**config.mk**
```make
export PLATFORM = sky130hd
export DESIGN_NAME = qix_snd_cmd_rx_flat
export DESIGN_NICKNAME = d
export VERILOG_FILES = /design/src/rtl/qix_snd_cmd_rx_if.sv /design/src/rtl/qix_snd_cmd_rx.sv /design/src/flat_wrapper.sv
export SDC_FILE = /design/constraint.sdc
export NUM_CORES = 1
export LEC_CHECK = 0
export ABC_AREA = 1
export ABC_CLOCK_PERIOD_IN_PS = 2600
export BUFFER_PORTS_ARGS = -buffer_cell sky130_fd_sc_hd__buf_2
export CAP_MARGIN = 20
export CORE_AREA = 2 2 88 90
export DETAILED_ROUTE_END_ITERATION = 7
export DIE_AREA = 0 0 90 92
export SYNTH_ARGS = -nofsm -noshare
export SYNTH_HDL_FRONTEND = slang
export SYNTH_SLANG_ARGS = --single-unit
```
**constraint.sdc**
```tcl
create_clock -name clk_20m -period 2.6 [get_ports clk_20m]
set_input_delay 0.13 -clock clk_20m [delete_from_list [all_inputs] [get_ports clk_20m]]
set_output_delay 0.13 -clock clk_20m [all_outputs]
set_load 0.02 [all_outputs]
```
**src/rtl/qix_snd_cmd_rx_if.sv**
```systemverilog
// Sound-CPU register bus for the command receiver.
// One cs strobe per bus cycle, rw sampled with it.
interface qix_snd_cmd_rx_if;
  logic       cs;
  logic       rw;
  logic [1:0] addr;
  logic [7:0] data_in;
  logic [7:0] data_out;
  logic       irq_n;

  modport master (
    output cs,
    output rw,
    output addr,
    output data_in,
    input  data_out,
    input  irq_n
  );

  modport slave (
    input  cs,
    input  rw,
    input  addr,
    input  data_in,
    output data_out,
    output irq_n
  );
endinterface

```
**src/rtl/qix_snd_cmd_rx.sv**
```systemverilog
// Sound-board receiver for data-CPU sound commands.
// Latches PIA port A on CA2 edge, IRQs, and drives CA1 ack.
module qix_snd_cmd_rx #(
  parameter int unsigned ACK_LEN = 40
) (
  input  logic             clk_20m,
  input  logic             reset_n,
  qix_snd_cmd_rx_if.slave  bus,
  input  logic [7:0]       cmd_in,
  input  logic             cmd_strobe,
  output logic             ack_n
);

  localparam logic [15:0] ACK_LD = 16'(ACK_LEN);

  logic        strobe_prev;
  logic        strobe_edge;
  logic [7:0]  cmd;
  logic [7:0]  count;
  logic [2:0]  ctrl;
  logic        pending;
  logic        overrun;
  logic [15:0] ack_cnt;
  logic        ack_busy;
  logic        ack_start;
  logic        irq_q;

  logic rd;
  logic wr;
  logic rd0;
  logic rd1;
  logic wr1;
  logic wr2;
  logic wr3;

  logic unused_data;
  assign unused_data = ^bus.data_in[7:3];

  assign rd  = bus.cs & bus.rw;
  assign wr  = bus.cs & ~bus.rw;
  assign rd0 = rd & (bus.addr == 2'd0);
  assign rd1 = rd & (bus.addr == 2'd1);
  assign wr1 = wr & (bus.addr == 2'd1);
  assign wr2 = wr & (bus.addr == 2'd2);
  assign wr3 = wr & (bus.addr == 2'd3);

  // Edge follows the real pin history, so a polarity write alone never fires.
  assign strobe_edge = ctrl[2] ? (~strobe_prev & cmd_strobe)
                               : (strobe_prev & ~cmd_strobe);

  assign ack_start = wr3 | (rd0 & ctrl[1]);
  assign ack_busy  = (ack_cnt != 16'd0);

  // Track the strobe pin even in reset so release cannot fake an edge.
  always_ff @(posedge clk_20m) begin
    strobe_prev <= cmd_strobe;
  end

  // Command latch, status flags, counter and control register.
  always_ff @(posedge clk_20m) begin
    if (!reset_n) begin
      cmd     <= 8'h00;
      pending <= 1'b0;
      overrun <= 1'b0;
      count   <= 8'h00;
      ctrl    <= 3'b000;
    end else begin
      if (strobe_edge) begin
        cmd <= cmd_in;
      end
      if (strobe_edge) begin
        pending <= 1'b1;
      end else if (rd0) begin
        pending <= 1'b0;
      end
      if (strobe_edge & pending & ~rd0) begin
        overrun <= 1'b1;
      end else if (rd1) begin
        overrun <= 1'b0;
      end
      if (wr2) begin
        count <= strobe_edge ? 8'h01 : 8'h00;
      end else if (strobe_edge) begin
        count <= count + 8'd1;
      end
      if (wr1) begin
        ctrl <= bus.data_in[2:0];
      end
    end
  end

  // Ack pulse: retrigger reloads, ack_n registered to stay glitch-free.
  always_ff @(posedge clk_20m) begin
    if (!reset_n) begin
      ack_cnt <= 16'd0;
      ack_n   <= 1'b1;
    end else begin
      if (ack_start) begin
        ack_cnt <= ACK_LD;
      end else if (ack_busy) begin
        ack_cnt <= ack_cnt - 16'd1;
      end
      ack_n <= ~(ack_start | (ack_cnt > 16'd1));
    end
  end

  // Interrupt is one register behind the pending/enable state.
  always_ff @(posedge clk_20m) begin
    if (!reset_n) begin
      irq_q <= 1'b1;
    end else begin
      irq_q <= ~(pending & ctrl[0]);
    end
  end

  assign bus.irq_n = irq_q;

  // Read mux shows the pre-access state during the cs cycle.
  always_comb begin
    bus.data_out = 8'h00;
    unique case (bus.addr)
      2'd0: bus.data_out = cmd;
      2'd1: bus.data_out = {pending, overrun, ack_busy,
                            2'b00, ctrl};
      2'd2: bus.data_out = count;
      2'd3: bus.data_out = 8'hFF;
      default: bus.data_out = 8'h00;
    endcase
  end

endmodule

```
**src/flat_wrapper.sv**
```systemverilog
// flat-port wrapper written by rule: the top's interface ports become plain ports
module qix_snd_cmd_rx_flat 
#(
  parameter int unsigned ACK_LEN = 40
)
  (clk_20m, reset_n, cmd_in, cmd_strobe, ack_n, bus_cs, bus_rw, bus_addr, bus_data_in, bus_data_out, bus_irq_n);
  qix_snd_cmd_rx_if bus_i ();
  input  logic clk_20m;
  input  logic reset_n;
  input  logic [7:0] cmd_in;
  input  logic cmd_strobe;
  output logic ack_n;
  input wire logic [$bits(bus_i.cs)-1:0] bus_cs;
  input wire logic [$bits(bus_i.rw)-1:0] bus_rw;
  input wire logic [$bits(bus_i.addr)-1:0] bus_addr;
  input wire logic [$bits(bus_i.data_in)-1:0] bus_data_in;
  output wire logic [$bits(bus_i.data_out)-1:0] bus_data_out;
  output wire logic [$bits(bus_i.irq_n)-1:0] bus_irq_n;
  assign bus_i.cs = bus_cs;
  assign bus_i.rw = bus_rw;
  assign bus_i.addr = bus_addr;
  assign bus_i.data_in = bus_data_in;
  assign bus_data_out = bus_i.data_out;
  assign bus_irq_n = bus_i.irq_n;
  qix_snd_cmd_rx #(.ACK_LEN(ACK_LEN)) u_core (.clk_20m(clk_20m), .reset_n(reset_n), .bus(bus_i), .cmd_in(cmd_in), .cmd_strobe(cmd_strobe), .ack_n(ack_n));
endmodule
```
# Yosys cells after proc, flatten, opt, wreduce, memory -nomap -nowiden
# Index checks and enable logic that the tools add are counted.
# W data, S select, Z words.
# op_classes
bitwise	22
n_eq_ne	3
n_reduce_logical	7
add_sub_neg	2
order_cmp	1
muxes	11
# ops
op	n
$pmux W8 S4	1
$gt A16 B1 Y1 const B	1
$mux W8	2
$reduce_bool A16 Y1	1
$sub A16 B1 Y16 const B	1
$and A1 B1 Y1	13
$mux W6	2
$add A8 B1 Y8 const B	1
$reduce_bool A2 Y1	4
$not A1 Y1	7
$mux W1	6
$eq A2 B2 Y1 const B	2
$eq A2 B1 Y1 const B	1
$logic_not A2 Y1	1
$or A1 B1 Y1	2
$reduce_or A2 Y1	1
# word_totals
ff_bits	40
wordCells	56
output_inout_bits	10
inputBits	23

# Depth between registers and ports, before layout
# logic_depth
ltp_word	6
depth_mapped	9
depth_no_buf	9

# Worst setup path after synthesis
# Ideal clock, no wire load.
# synth_path
path_type	register -> output
from	register u_core.ack_cnt[0]
to	output bus_data_out[5]
path_buffers	0
setup_slack_ns	1.260
arrival_time_ns	1.210
path_stages_with_launch	8
required_ns	2.470
path_cell_list	dfxtp_1 inv_1 ha_1 nand2_1 nor2_2 nand2_2 a22oi_1 nand2_1
# synth_between
elab_chain_len	2
# synth_rtl
item	line_no	rtl
start: declaration	qix_snd_cmd_rx.sv:23	logic [15:0] ack_cnt;
start signal: assignment	qix_snd_cmd_rx.sv:101	ack_cnt <= ack_cnt - 16'd1;
$reduce_bool A16 Y1	qix_snd_cmd_rx.sv:52	assign ack_busy = (ack_cnt != 16'd0);
$pmux W8 S4	qix_snd_cmd_rx.sv:121	unique case (bus.addr)
end: declaration	flat_wrapper.sv:17	output wire logic [$bits(bus_i.data_out)-1:0] bus_data_out;
# Every way passes these cells.

# Worst setup path in the final report
# Ends and elaborated chain as after synthesis.

==> impl_metrics.env <==
export IMPL_cap_violations=0
export IMPL_viasPerCell=4.41
export IMPL_globalRouteMet2Util_pct=21.6
export IMPL_cts_tree="yes"
export IMPL_syn_avg_cell_area_um2=6.67
export IMPL_ys_warn_count=0
export IMPL_grt_pass1_wl_mm=8.34
export IMPL_hold_class="in2reg"
export IMPL_run_status="finished, final reports clean"
export IMPL_ctsHoldBuffers=1
export IMPL_cp_required_ns=2.47
export IMPL_path_clk_slew_ns=0.08
export IMPL_core_mm2=0.00745
export IMPL_fp_dieH_um=92
export IMPL_dieWidth_um=90
export IMPL_maxSlewHeadroom_pct=67.9
export IMPL_dpl_worst_slack_ns=0.817
export IMPL_routed_wl_mm=4.82
export IMPL_ant_nets=0
export IMPL_vdd_drop_max_mv=0.342
export IMPL_num_nets_final=369
export IMPL_cp_startpoint="u_core.ack_cnt[0]$_SDFFE_PP0P_"
export IMPL_numCtsBuffers=5
export IMPL_cts_root_buf="clkbuf_8"
export IMPL_critPathMaxFanout=17
export IMPL_worst_slack_ns=0.525
export IMPL_first_global_vias=1869
export IMPL_yosysUniqueCellTypes=30
export IMPL_hpwl_mm=3.61
export IMPL_ys_seq_elements=40
export IMPL_wire_per_inst_um=10.8
export IMPL_cts_setup_buffers=0
export IMPL_drive_above_1_share_pct=14.6
export IMPL_endpoint="bus_data_out[5]"
export IMPL_clk_latency_ns=0.29
export IMPL_drt_iter0_drc=90
export IMPL_cts_resized=0
export IMPL_r2r_slack_ns=0.94
export IMPL_final_cell_mix="nand2_1, nor2_1, dfxtp_1, inv_1, buf_2"
export IMPL_syn_inst=313
export IMPL_grtUsageMet3_pct=2.88
export IMPL_clk_path_buf_depth=2
export IMPL_critPathKind="reg2out"
export IMPL_seq_area_frac_synth_pct=38.3
export IMPL_finClkSkew_ns=0.00900
export IMPL_startpoint_type="flop"
export IMPL_power_density_mw_per_mm2=1090
export IMPL_antenna_found_initial=0
export IMPL_h_tree_depth=2
export IMPL_die_area_mm2=0.00828
export IMPL_grt_max_degree=18
export IMPL_final_common_cell="nand2_1"
export IMPL_area_growth_pct=15.5
export IMPL_period_minus_slack_ns=2.07
export IMPL_fmax_mhz=482
export IMPL_gp_congestion=0.826
export IMPL_gr_usage_all_layers_pct=12.2
export IMPL_overflow=0
export IMPL_fin_crit_sh_pct=79.8
export IMPL_rr_endpoint="u_core.cmd[6]$_SDFFE_PN0N_"
export IMPL_tightest_slew_ns=0.480
export IMPL_start_util_pct=28.0
export IMPL_busiest_layer="met2"
export IMPL_crit_path_end_kind="output port"
export IMPL_cts_num_sinks=40
export IMPL_vias=1963
export IMPL_cp_arrival_ns=1.94
export IMPL_drt_first_pass_iters=4
export IMPL_final_max_slew_viol_count=0
export IMPL_setup_viol=0
export IMPL_r2r_start="u_core.ctrl[2]$_SDFFE_PN0P_"
export IMPL_hold_viol=0
export IMPL_tns_ns=0
export IMPL_rsz0062_at_grt="false"
export IMPL_port_buffers=27
export IMPL_reg2regPathDepth=6
export IMPL_remaining_drc_errors=0
export IMPL_rows=32
export IMPL_hold_ws_ns=0.0852
export IMPL_p_leak_uw=0.00108
export IMPL_syn_cell_area_mm2=0.00209
export IMPL_diodes=0
export IMPL_grt_use_met1_pct=15.0
export IMPL_synth_nets=340
export IMPL_io_pin_count=33
## logic make-up (layout without fill, tap and decap cells)
kind of cell,Yosys count,in the layout,synth area share (%)
adders and majority gates,4,4,2.40
DFF,40,40,38.3
xor gates and xnor gates,4,4,1.68
AOI/OAI and AO/OA,47,47,12.6
buffers and inverters,38,68,7.97
and+or+nand+nor,180,180,37.0
## worst max-delay path: stages, from the launching register on
cell and delay (ns):
dfxtp_1 0.35, inv_1 0.16, ha_1 0.17, nand2_1 0.06
nor2_2 0.17, nand2_2 0.24, a22oi_1 0.28, nand2_1 0.07
buf_2 0.16
## final cells by class
cell class / instances / area, um^2
clock buffers: 6 / 82.6
clock inverters: 2 / 15.0
fillers: 843 / 5030
inverters: 32 / 120
multi-input cells: 235 / 1120
flip-flops and latches: 40 / 801
well taps: 102 / 128
repair buffers: 28 / 145
## report_power, final
group	internal, uW	switching (uW)	total [uW]
logic	449	846	1290
clock network	215	229	444
registers	756	129	885
total	1420	1200	2620
## worst min path at each step
stage	from	to	slack (ns)	cells past startpoint
detailed placement	cmd_strobe	u_core.strobe_prev$_DFF_P_	0.28	1
CTS	cmd_in[3]	u_core.cmd[3]$_SDFFE_PN0N_	0.08	3
finish	cmd_in[4]	u_core.cmd[4]$_SDFFE_PN0N_	0.09	3
global placement	cmd_strobe	u_core.strobe_prev$_DFF_P_	0.28	1
global route	cmd_in[4]	u_core.cmd[4]$_SDFFE_PN0N_	0.09	3
floorplan	cmd_strobe	u_core.strobe_prev$_DFF_P_	0.16	0
## registers in the layout (all words and copies together) (netlist names)
register,cells
u_core.cmd,8
u_core.ctrl,3
u_core.pending,1
u_core.overrun,1
u_core.ack_n,1
u_core.bus.irq_n,1
u_core.strobe_prev,1
u_core.count,8
u_core.ack_cnt,16
## metrics by stage
stage	utilization (%)	area [um^2]	std cells	power, uW
after floorplan	-	2090	313	1930
after global placement	30.9	2300	436	2160
after detailed placement	30.9	2300	436	2190
after CTS	32.4	2410	445	2640
after global routing	32.4	2410	445	2920
final	32.4	2410	445	2620
## cell usage after synthesis, drive strengths merged
| cell type | count | area, um^2 |
|---|---|---|
| buf | 4 | 37.5 |
| ha | 4 | 50.1 |
| nand3b | 3 | 22.5 |
| nor2 | 72 | 309 |
| a21boi | 1 | 7.51 |
| clkinv | 1 | 3.75 |
| o21ai | 24 | 128 |
| clkbuf | 2 | 8.75 |
| a22oi | 1 | 7.51 |
| a21oi | 16 | 80.1 |
| inv | 31 | 116 |
| xnor2 | 1 | 8.76 |
| o2111ai | 2 | 17.5 |
| xor2 | 3 | 26.3 |
| dfxtp | 40 | 801 |
| nor3 | 2 | 15.0 |
| nand2 | 83 | 322 |
| o211ai | 3 | 22.5 |
| nand3 | 20 | 105 |
## routing by layer
metal	part of all wire, %	vias up
met5	0	-
met4	0.89	0
met3	3.9	4
met2	48	41
met1	47	872
li1	-	1046
Power figures use the tool's default switching activity.
